`src/rtl/alu_pkg.sv`:
```
// Shared definitions for the ALU issue controller: opcode encodings, FSM
// state encoding and the default legal-opcode mask.
package alu_pkg;

    localparam logic [3:0] OP_ADD = 4'd0;
    localparam logic [3:0] OP_SUB = 4'd1;
    localparam logic [3:0] OP_SRA = 4'd2;
    localparam logic [3:0] OP_ROL = 4'd3;
    localparam logic [3:0] OP_AND = 4'd8;
    localparam logic [3:0] OP_OR  = 4'd9;
    localparam logic [3:0] OP_XOR = 4'd10;
    localparam logic [3:0] OP_NOT = 4'd11;
    localparam logic [3:0] OP_SLL = 4'd12;
    localparam logic [3:0] OP_SRL = 4'd13;

    // One bit per opcode, 1 = legal.
    localparam logic [15:0] OP_VALID_DEFAULT = 16'h3F0F;

    typedef enum logic [1:0] {
        StIdle = 2'd0,
        StWait = 2'd1,
        StResp = 2'd2
    } state_e;

endpackage

```
`src/rtl/alu_issue_ctrl.sv`:
```
// Operand/command master for the 16-bit ALU core. Takes one request from
// decode, drives the ALU from registers, waits out the ALU latency, captures
// the result and hands it to writeback.
// Optional feature: define ALU_ISSUE_FLAGS_EN to register {N,Z} flags;
// otherwise rsp_flags is tied to zero.
module alu_issue_ctrl
    import alu_pkg::*;
#(
    parameter int unsigned ALU_LATENCY = 1,
    parameter logic [15:0] OP_VALID    = OP_VALID_DEFAULT,
    parameter int unsigned TAG_W       = 4
) (
    input  logic             clk,
    input  logic             rst,
    input  logic             req_valid,
    output logic             req_ready,
    input  logic [3:0]       req_op,
    input  logic [15:0]      req_a,
    input  logic [15:0]      req_b,
    input  logic [TAG_W-1:0] req_tag,
    output logic [3:0]       alu_op,
    output logic [15:0]      alu_a,
    output logic [15:0]      alu_b,
    input  logic [15:0]      alu_result,
    output logic             rsp_valid,
    input  logic             rsp_ready,
    output logic [15:0]      rsp_data,
    output logic [TAG_W-1:0] rsp_tag,
    output logic             rsp_err,
    output logic [1:0]       rsp_flags
);

    localparam int unsigned CNT_W = ($clog2(ALU_LATENCY + 1) < 1) ? 1 : $clog2(ALU_LATENCY + 1);

    state_e             state_q;
    logic [CNT_W-1:0]   cnt_q;
    logic [3:0]         alu_op_q;
    logic [15:0]        alu_a_q;
    logic [15:0]        alu_b_q;
    logic [15:0]        data_q;
    logic [TAG_W-1:0]   tag_q;
    logic               err_q;
    logic               accept;

    // Ready only when no response is pending, or the pending one leaves this edge.
    assign req_ready = (state_q == StIdle) | ((state_q == StResp) & rsp_ready);
    assign accept    = req_valid & req_ready;

    assign alu_op    = alu_op_q;
    assign alu_a     = alu_a_q;
    assign alu_b     = alu_b_q;
    assign rsp_valid = (state_q == StResp);
    assign rsp_data  = data_q;
    assign rsp_tag   = tag_q;
    assign rsp_err   = err_q;

`ifdef ALU_ISSUE_FLAGS_EN
    logic [1:0] flags_q;
    assign rsp_flags = flags_q;
`else
    assign rsp_flags = 2'b00;
`endif

    // Issue FSM: accept, wait for the ALU result, hold the response.
    always_ff @(posedge clk) begin
        if (!rst) begin
            state_q  <= StIdle;
            cnt_q    <= '0;
            alu_op_q <= '0;
            alu_a_q  <= '0;
            alu_b_q  <= '0;
            data_q   <= '0;
            tag_q    <= '0;
            err_q    <= 1'b0;
`ifdef ALU_ISSUE_FLAGS_EN
            flags_q  <= 2'b00;
`endif
        end else begin
            unique case (state_q)
                StIdle, StResp: begin
                    if (accept) begin
                        tag_q <= req_tag;
                        if (OP_VALID[req_op]) begin
                            alu_op_q <= req_op;
                            alu_a_q  <= req_a;
                            alu_b_q  <= req_b;
                            cnt_q    <= CNT_W'(ALU_LATENCY);
                            state_q  <= StWait;
                        end else begin
                            // Illegal op never reaches the ALU; respond immediately.
                            data_q  <= '0;
                            err_q   <= 1'b1;
`ifdef ALU_ISSUE_FLAGS_EN
                            flags_q <= 2'b01;
`endif
                            state_q <= StResp;
                        end
                    end else if (state_q == StResp && rsp_ready) begin
                        state_q <= StIdle;
                    end
                end
                StWait: begin
                    if (cnt_q != '0) begin
                        cnt_q <= cnt_q - CNT_W'(1);
                    end else begin
                        data_q  <= alu_result;
                        err_q   <= 1'b0;
`ifdef ALU_ISSUE_FLAGS_EN
                        flags_q <= {alu_result[15], alu_result == 16'h0000};
`endif
                        state_q <= StResp;
                    end
                end
                default: state_q <= StIdle;
            endcase
        end
    end

endmodule

```
`config.mk`:
```
export PLATFORM = sky130hd
export DESIGN_NAME = alu_issue_ctrl
export DESIGN_NICKNAME = d
export VERILOG_FILES = /design/src/rtl/alu_pkg.sv /design/src/rtl/alu_issue_ctrl.sv
export SDC_FILE = /design/constraint.sdc
export NUM_CORES = 1
export LEC_CHECK = 0
export CELL_PAD_IN_SITES_DETAIL_PLACEMENT = 1
export CELL_PAD_IN_SITES_GLOBAL_PLACEMENT = 2
export CORE_MARGIN = 3
export CORE_UTILIZATION = 25
export CTS_CLUSTER_DIAMETER = 50
export CTS_CLUSTER_SIZE = 24
export DETAILED_ROUTE_END_ITERATION = 8
export PLACE_DENSITY_LB_ADDON = 0.1
export SYNTH_ARGS = -nofsm -noshare
export SYNTH_HDL_FRONTEND = slang
export SYNTH_SLANG_ARGS = --single-unit
```
`constraint.sdc`:
```
create_clock -name clk -period 3.7 [get_ports clk]
set_input_delay 0.925 -clock clk [delete_from_list [all_inputs] [get_ports clk]]
set_output_delay 0.925 -clock clk [all_outputs]
set_load 0.05 [all_outputs]
```
==> flow_results.xml <==
<?xml version="1.0" encoding="UTF-8"?>
<metrics>
  <group name="global_route">
    <metric name="grt_overflow" unit="">0</metric>
    <metric name="wire_length_of_the_first_global_routing_pass" unit="um">12100</metric>
    <metric name="grt_use_total" unit="%">13.5</metric>
    <metric name="largest_net_degree_at_the_start_of_global_routing" unit="">88</metric>
    <metric name="number_of_global_route_vias_before_repair" unit="">2316</metric>
    <metric name="antenna_found_initial" unit="">0</metric>
  </group>
  <group name="drt">
    <metric name="final_antenna_net_count" unit="">0</metric>
    <metric name="vias_per_cell" unit="">4.33</metric>
    <metric name="routed-wl-met2" unit="um">3350</metric>
    <metric name="wl_per_cell" unit="um">14.6</metric>
    <metric name="drc" unit="">0</metric>
    <metric name="wl_met1" unit="um">3490</metric>
    <metric name="route.met3.wl" unit="um">522</metric>
    <metric name="postRouteWirelength" unit="um">7460</metric>
    <metric name="top_layer_used" unit="">met4</metric>
    <metric name="routed-via-count" unit="">2218</metric>
    <metric name="drt_first_pass_iters" unit="">4</metric>
    <metric name="initial_drc_count" unit="">55</metric>
  </group>
  <group name="finish">
    <metric name="design.final.nets" unit="">434</metric>
    <metric name="final_cell_area" unit="um2">4000</metric>
    <metric name="area_delta_synth_final" unit="%">56.6</metric>
    <metric name="n_antenna_cell" unit="">0</metric>
    <metric name="fin_cells" unit="">512</metric>
    <metric name="drive_above_1_share" unit="%">8.97</metric>
  </group>
  <group name="floorplan">
    <metric name="fp.dieW" unit="um">107</metric>
    <metric name="core_area" unit="um2">9860</metric>
    <metric name="design.portCount" unit="">121</metric>
    <metric name="std_cell_rows" unit="">36</metric>
    <metric name="initial_core_util" unit="%">25.9</metric>
    <metric name="design.die.area" unit="um2">11500</metric>
    <metric name="die_h" unit="um">107</metric>
  </group>
  <group name="cts">
    <metric name="cts_tree" unit="">built</metric>
    <metric name="clkLatencyLatePin" unit="ns">0.34</metric>
    <metric name="path_clk_slew" unit="ns">0.07</metric>
    <metric name="max-clock-path-buffers" unit="">2</metric>
    <metric name="cts_max_level" unit="">3</metric>
    <metric name="clk_root_buffer_cell" unit="">clkbuf_8</metric>
    <metric name="cts.sink_count" unit="">60</metric>
    <metric name="hold_buffers" unit="">0</metric>
    <metric name="cts_buffers" unit="">9</metric>
    <metric name="cts.repair_timing.setup_buffer_count" unit="">0</metric>
    <metric name="cts_repair_resize_count" unit="">0</metric>
  </group>
  <group name="placed_design">
    <metric name="post-place-cells" unit="">496</metric>
    <metric name="hpwl" unit="um">5040</metric>
    <metric name="gp_congestion" unit="">0.685</metric>
    <metric name="io_buffers" unit="">118</metric>
    <metric name="post_dp_cell_area" unit="um2">3760</metric>
  </group>
  <group name="sta">
    <metric name="timing_worst_slew_pin_value" unit="ns">0.840</metric>
    <metric name="final_period_minus_worst_setup_slack" unit="ns">2.92</metric>
    <metric name="tns" unit="ns">0</metric>
    <metric name="max-slew-margin-rel" unit="%">44.0</metric>
    <metric name="maxSlewViolCount" unit="">0</metric>
    <metric name="report.final.hold_viol_count" unit="">0</metric>
    <metric name="fmax" unit="MHz">342</metric>
    <metric name="min_period_over_period" unit="%">78.9</metric>
    <metric name="setup_viol_count_final" unit="">0</metric>
    <metric name="setup_repair_after_global_routing_missed_its_margin" unit="">no</metric>
    <metric name="worst_clock_skew" unit="ns">0.0120</metric>
  </group>
  <group name="min_path">
    <metric name="hold_path_class" unit="">reg2reg</metric>
  </group>
  <group name="synth">
    <metric name="synthDominantAreaCellType" unit="">dfxtp_1</metric>
    <metric name="avgSynthCellArea" unit="um2">9.67</metric>
    <metric name="yosys.cell_count.top_type" unit="">nand2_1</metric>
    <metric name="synth_cells" unit="">264</metric>
    <metric name="netlist_top_cells_area" unit="">dfxtp_1 47%, mux2i_1 13%, nand2_1 9.9%, o2bb2ai_2 5.9%, nand3_1 4.1%</metric>
    <metric name="synth_cell_types" unit="">36</metric>
    <metric name="synth_area" unit="um2">2550</metric>
    <metric name="ys.flop_type" unit="">dfxtp_1</metric>
    <metric name="yosys_warnings" unit="">0</metric>
    <metric name="synth_commonest_cells" unit="">67 x nand2_1, 60 x dfxtp_1, 33 x mux2i_1</metric>
    <metric name="ys_seq_area_share" unit="%">47.1</metric>
    <metric name="synth_top_cell_area_share" unit="%">47.1</metric>
    <metric name="post_synth_edffs" unit="">0</metric>
    <metric name="yosys_register_bits" unit="">60</metric>
    <metric name="async_flop_share" unit="%">0</metric>
  </group>
  <group name="setup_path">
    <metric name="worstSetupStartpointType" unit="">input pin</metric>
    <metric name="critical_path.max_fanout" unit="">8</metric>
    <metric name="worstSetupPathType" unit="">in2out</metric>
    <metric name="end_kind" unit="">primary output</metric>
    <metric name="cp_data_arrival_time" unit="ns">2.00</metric>
    <metric name="cp.required" unit="ns">2.77</metric>
  </group>
  <group name="power">
    <metric name="p_per_area" unit="nW/um2">461</metric>
    <metric name="total_power" unit="mW">1.84</metric>
    <metric name="vdd_ir_drop_max" unit="mV">0.194</metric>
    <metric name="power.static_leakage" unit="nW">1.49</metric>
  </group>
  <group name="job">
    <metric name="cap_violations" unit="">0</metric>
  </group>
  <group name="outcome">
    <metric name="outcome" unit="">finished, final reports clean</metric>
  </group>
</metrics>
==> metrics by stage <==
step,utilization (%),worst slack [ns],hold slack (ns)
final,40.5,0.780,0.458
after CTS,40.5,0.771,0.464
after global routing,40.5,0.711,0.482
after detailed placement,38.1,0.773,0.449
after floorplan,-,0.964,0.550
after global placement,38.1,0.802,0.442
==> placed cells by master (no fill, tap or decap), drive strengths merged, types with 2 or more instances in the layout <==
| cell type | n |
|---|---|
| clkdlybuf4s50 | 116 |
| nand2 | 67 |
| dfxtp | 60 |
| mux2i | 33 |
| nand3 | 21 |
| o2bb2ai | 16 |
| clkbuf | 10 |
| a21oi | 6 |
| buf | 6 |
| o21ai | 5 |
| inv | 4 |
| o21a | 4 |
| bufinv | 3 |
| nor2 | 3 |
| nand2b | 3 |
| clkinv | 3 |
| nor2b | 2 |
| a31oi | 2 |
| o31ai | 2 |
| conb | 2 |
==> layer usage <==
metal / up-vias / global-route usage, %
li1: 1113 / -
met4: 0 / 4.38
met3: 10 / 5.54
met5: - / 0
met1: 1020 / 17.5
met2: 75 / 20.4
==> cell families (layout without fill, tap and decap cells) <==
kind of cell,count (synthesis),after routing,synth area share [%]
compound gates,39,39,13.8
flops,60,60,47.1
other cells,1,2,0.147
mux,33,33,12.9
simple gates,103,103,18.5
buf+inv,28,142,7.55
==> path summary, 6_finish.rpt <==
kind	start	end	slack (ns)	depth (start not counted)
max	rsp_ready	req_ready	0.78	4
min	alu_b[9]	alu_b[9]	0.46	2
max reg2reg	state_q[0]	rsp_data[7]	1.83	3
min reg2reg	alu_b[9]	alu_b[9]	0.46	2
==> worst max-delay path, stage by stage <==
cell,delay [ns]
clkdlybuf4s50_1,0.46
and2b_1,0.28
nor2_1,0.12
buf_4,0.21
==> state kept, by name, summed over array words and instances (netlist names) <==
signal	flops
rsp_data	16
state_q	2
cnt_q	1
alu_op	4
rsp_tag	4
rsp_err	1
alu_a	16
alu_b	16
==> layout make-up <==
class                      count  area, um2
timing repair buffer         122       1200
multi-input combinational    177       1170
clock inverter                 6        113
fill                        1125       5870
sequential                    60       1200
inverter                       4       15.0
tap                          133        166
clock buffer                  10        128
==> where the power goes <==
part	switching, mW	internal (mW)	leakage, nW
Sequential	0.0216	0.685	0.490
Clock	0.280	0.449	0.120
Combinational	0.244	0.163	0.876
Power figures use the tool's default switching activity.
